==> config.mk <==
export PLATFORM = sky130hd
export DESIGN_NAME = pipe_stage
export DESIGN_NICKNAME = d
export VERILOG_FILES = /design/src/rtl/pipe_stage_pkg.sv /design/src/rtl/pipe_stage_mem.sv /design/src/rtl/pipe_stage.sv
export SDC_FILE = /design/constraint.sdc
export NUM_CORES = 1
export LEC_CHECK = 0
export CAP_MARGIN = 30
export CORE_MARGIN = 2
export CORE_UTILIZATION = 40
export CTS_BUF_LIST = sky130_fd_sc_hd__clkbuf_16
export DETAILED_ROUTE_END_ITERATION = 6
export GPL_TIMING_DRIVEN = 0
export PLACE_DENSITY = 0.93
export SYNTH_ARGS = -nofsm -noshare
export SYNTH_HDL_FRONTEND = slang
export SYNTH_HIERARCHICAL = 1
export SYNTH_SLANG_ARGS = --single-unit
==> constraint.sdc <==
create_clock -name clock -period 8.8 [get_ports clock]
set_input_delay 2.64 -clock clock [delete_from_list [all_inputs] [get_ports clock]]
set_output_delay 2.64 -clock clock [all_outputs]
set_load 0.05 [all_outputs]
==> src/rtl/pipe_stage_pkg.sv <==
// Shared constants and helpers for pipe_stage instances.
// Stage bundle widths and the fetch/decode NOP slot.
package pipe_stage_pkg;

    localparam logic [31:0] INST_NOP = 32'h0000_0013;
    localparam int ID_EX_CTRL_W  = 16;
    localparam int EX_MEM_CTRL_W = 6;

    // Pointer width; a single-entry stage still needs a 1-bit index.
    function automatic int ptr_w(input int depth);
        return (depth > 1) ? $clog2(depth) : 1;
    endfunction

endpackage

==> src/rtl/pipe_stage_mem.sv <==
// DEPTH x WIDTH register array for pipe_stage.
// One synchronous write port, one asynchronous read port.
module pipe_stage_mem
    import pipe_stage_pkg::*;
#(
    parameter int WIDTH = 32,
    parameter int DEPTH = 1,
    parameter int PW    = 1
) (
    input  logic             clock,
    input  logic             we,
    input  logic [PW-1:0]    waddr,
    input  logic [WIDTH-1:0] wdata,
    input  logic [PW-1:0]    raddr,
    output logic [WIDTH-1:0] rdata
);

    logic [WIDTH-1:0] mem [DEPTH];

    always_ff @(posedge clock) begin
        if (we) begin
            mem[waddr] <= wdata;
        end
    end

    assign rdata = mem[raddr];

endmodule

==> src/rtl/pipe_stage.sv <==
// Elastic pipeline stage: register (DEPTH=1), skid buffer (DEPTH>=2) or bypass.
// Define PIPE_STAGE_STATS_EN to add the saturating stall_count port.
module pipe_stage
    import pipe_stage_pkg::*;
#(
    parameter int               WIDTH        = 32,
    parameter int               DEPTH        = 1,
    parameter int               BYPASS       = 0,
    parameter logic [WIDTH-1:0] BUBBLE_VALUE = '0
) (
    input  logic                       clock,
    input  logic                       reset,
    input  logic                       flush,
    input  logic                       in_valid,
    output logic                       in_ready,
    input  logic [WIDTH-1:0]           in_data,
    output logic                       out_valid,
    input  logic                       out_ready,
    output logic [WIDTH-1:0]           out_data,
    output logic [$clog2(DEPTH+1)-1:0] occupancy
`ifdef PIPE_STAGE_STATS_EN
    ,
    output logic [31:0]                stall_count
`endif
);

    localparam int CW = $clog2(DEPTH + 1);
    localparam int PW = ptr_w(DEPTH);

    if (BYPASS != 0) begin : g_bypass
        assign in_ready  = out_ready;
        assign out_valid = in_valid & ~flush;
        assign out_data  = in_data;
        assign occupancy = '0;
    end else begin : g_store
        logic [PW-1:0]    rd_ptr;
        logic [PW-1:0]    wr_ptr;
        logic [CW-1:0]    count;
        logic [WIDTH-1:0] head;
        logic             has_room;
        logic             push;
        logic             pop;

        // Only the single register may look at out_ready; a skid buffer
        // must not carry a combinational ready path upstream.
        if (DEPTH == 1) begin : g_reg
            assign has_room = (count == '0) | out_ready;
        end else begin : g_skid
            assign has_room = count < CW'(DEPTH);
        end

        assign in_ready  = has_room & ~flush;
        assign push      = in_valid & in_ready;
        assign pop       = out_valid & out_ready;
        assign out_valid = count != '0;
        assign out_data  = out_valid ? head : BUBBLE_VALUE;
        assign occupancy = count;

        always_ff @(posedge clock) begin
            if (reset || flush) begin
                rd_ptr <= '0;
                wr_ptr <= '0;
                count  <= '0;
            end else begin
                if (push) begin
                    wr_ptr <= (wr_ptr == PW'(DEPTH - 1)) ? '0 : wr_ptr + 1'b1;
                end
                if (pop) begin
                    rd_ptr <= (rd_ptr == PW'(DEPTH - 1)) ? '0 : rd_ptr + 1'b1;
                end
                count <= count + CW'(push) - CW'(pop);
            end
        end

        pipe_stage_mem #(
            .WIDTH(WIDTH),
            .DEPTH(DEPTH),
            .PW   (PW)
        ) u_mem (
            .clock(clock),
            .we   (push),
            .waddr(wr_ptr),
            .wdata(in_data),
            .raddr(rd_ptr),
            .rdata(head)
        );
    end

`ifdef PIPE_STAGE_STATS_EN
    // In bypass mode out_valid already equals in_valid & ~flush.
    always_ff @(posedge clock) begin
        if (reset) begin
            stall_count <= '0;
        end else if (out_valid && !out_ready && stall_count != 32'hFFFF_FFFF) begin
            stall_count <= stall_count + 32'd1;
        end
    end
`endif

endmodule

==> flow_metrics.env <==
export IMPL_path_cells="clkdlybuf4s50_1, nor2b_4, nor2_1, clkdlybuf4s50_1"
export IMPL_tightest_slew_ps=557
export IMPL_viasPerCell=4.41
export IMPL_dieWidth_um=60.6
export IMPL_wirelength_um=2730
export IMPL_cts_tree="yes"
export IMPL_cts_resized=0
export IMPL_core_um2=3050
export IMPL_clockBufferDepth=2
export IMPL_netlist_area_um2=1280
export IMPL_insertion_delay_ps=270
export IMPL_most_common_layout_cells="71 x clkdlybuf4s50_1, 32 x and2_2, 32 x edfxtp_1, 5 x clkbuf_16, 3 x clkbuf_2"
export IMPL_grt_max_degree=16
export IMPL_critical_path_class="input port to output pin"
export IMPL_worstHoldPathType="flop to flop"
export IMPL_start_util=0.419
export IMPL_clock_sinks=33
export IMPL_cp_slowest_cell="clkdlybuf4s50_1"
export IMPL_hold_buffers=0
export IMPL_syn_to_final_growth_pct=72.7
export IMPL_max_stage_delay_ps=830
export IMPL_total_leakage_power_uw=0.000809
export IMPL_wl_per_cell_um=13.7
export IMPL_gr_total_overflow=0
export IMPL_ios=72
export IMPL_crit_family="buffers and inverters"
export IMPL_numCtsBuffers=5
export IMPL_cts_max_level=2
export IMPL_clkTransAtPathRegs_ps=50
export IMPL_grt_pass1_wl_um=3950
export IMPL_die_y_um=60.6
export IMPL_required_ps=6160
export IMPL_drtAntennaViolNets=0
export IMPL_slew_headroom=0.628
export IMPL_clock_fmax_mhz=147
export IMPL_place_hpwl_um=2170
export IMPL_yosys_warnings=6
export IMPL_maxSlewViolCount=0
export IMPL_place_inst=191
export IMPL_p_sw_uw=83.1
export IMPL_avgSynthCellArea_um2=17.3
export IMPL_whs_ps=764
export IMPL_timing_final_hold_violations=0
export IMPL_internal_power_uw=308
export IMPL_antenna_found_initial=0
export IMPL_cap_viol_max_count=0
export IMPL_fin_crit_sh=0.771
export IMPL_drive_gt1_frac=0.297
export IMPL_combPwrFrac=0.135
export IMPL_drtIter0Drc=17
export IMPL_start_kind="input port"
export IMPL_powerDensity_nw_per_um2=177
export IMPL_num_antenna_cells=0
export IMPL_fp_row_count=20
export IMPL_path_max_fanout=3
export IMPL_syn_inst=74
export IMPL_syn_nets=111
export IMPL_final_setup_viol_count=0
export IMPL_finClkSkew_ps=6.07
export IMPL_worstSetupEndpointType="output pin"
export IMPL_die_area_um2=3670
export IMPL_drc=0
export IMPL_via_count=878
export IMPL_firstDrtPassIters=3
export IMPL_layout_commonest_cell="clkdlybuf4s50_1"
export IMPL_final_nets=191
export IMPL_crit_arrival_ps=4140
export IMPL_path_buf_inv=2
export IMPL_track_usage=0.165
export IMPL_fin_crit_ps=6780
export IMPL_stdcell_count=199
export IMPL_postCtsSetupBuffers=0
export IMPL_outcome="finished clean"
export IMPL_postPlaceCellArea_um2=2070
export IMPL_power_frac_clock=0.399
export IMPL_cts_root_buf="clkbuf_16"
export IMPL_gp_congestion=0.683
export IMPL_final_setup_tns_ps=0
export IMPL_stdcell_area_um2=2210
export IMPL_portBuffers=71
export IMPL_grt_pass1_vias=912
export IMPL_max_vdd_ir_drop_uv=129
export IMPL_rsz0062_at_grt="false"
export IMPL_netSwitchingFraction=0.212
export IMPL_p_seq_frac=0.466
export IMPL_path_common_cell="clkdlybuf4s50_1"
-- worst reg2reg max path, stage by stage (launching register included) --
cell and delay [ps]:
dfxtp_1 380, nor2b_4 170, nor3b_2 410, buf_6 250
-- registers in the layout, summed over array words and instances (netlist names) --
name / cells
occupancy: 1
g_store.u_mem/mem: 32
-- layer usage --
layer	global-route usage	share of wire	wire length, µm
met5	0	0	0
met4	0.137	0.049	134
met3	0.0618	0.056	152
met2	0.298	0.55	1510
met1	0.141	0.34	934
-- through the flow --
step / setup WS, ps / util / power [µW]
after floorplan: 2850 / - / 210
after global placement: 2080 / 0.670 / 236
after CTS: 2000 / 0.724 / 396
final: 2020 / 0.724 / 391
after detailed placement: 2000 / 0.679 / 239
after global routing: 1980 / 0.724 / 407
-- final timing paths --
| check | slack, ps | endpoint | from | cells past startpoint |
|---|---|---|---|---|
| worst min register to register | 760 | occupancy$_SDFF_PP0_ | occupancy$_SDFF_PP0_ | 2 |
| worst max register to register | 7290 | g_store.u_mem/mem[0][30]$_DFFE_PP_ | occupancy$_SDFF_PP0_ | 3 |
| worst min-delay path | 760 | occupancy$_SDFF_PP0_ | occupancy$_SDFF_PP0_ | 2 |
| worst max-delay path | 2020 | in_ready | out_ready | 4 |
-- power groups by stage --
stage | logic (µW) | registers (µW) | clock network [µW]
final | 53.0 | 182 | 156
after global routing | 55.3 | 183 | 169
after CTS | 53.5 | 182 | 160
after detailed placement | 53.3 | 185 | 0
after global placement | 50.4 | 186 | 0
after floorplan | 24.2 | 186 | 0
-- final cells by class --
cell class,count,area [µm²]
tap,44,55.1
fill,228,842
clock buffer,5,125
clock inverter,3,12.5
timing repair buffer,73,733
sequential,33,981
buffer,4,22.5
multi-input combinational,37,282
(Power assumes the default switching activity.)
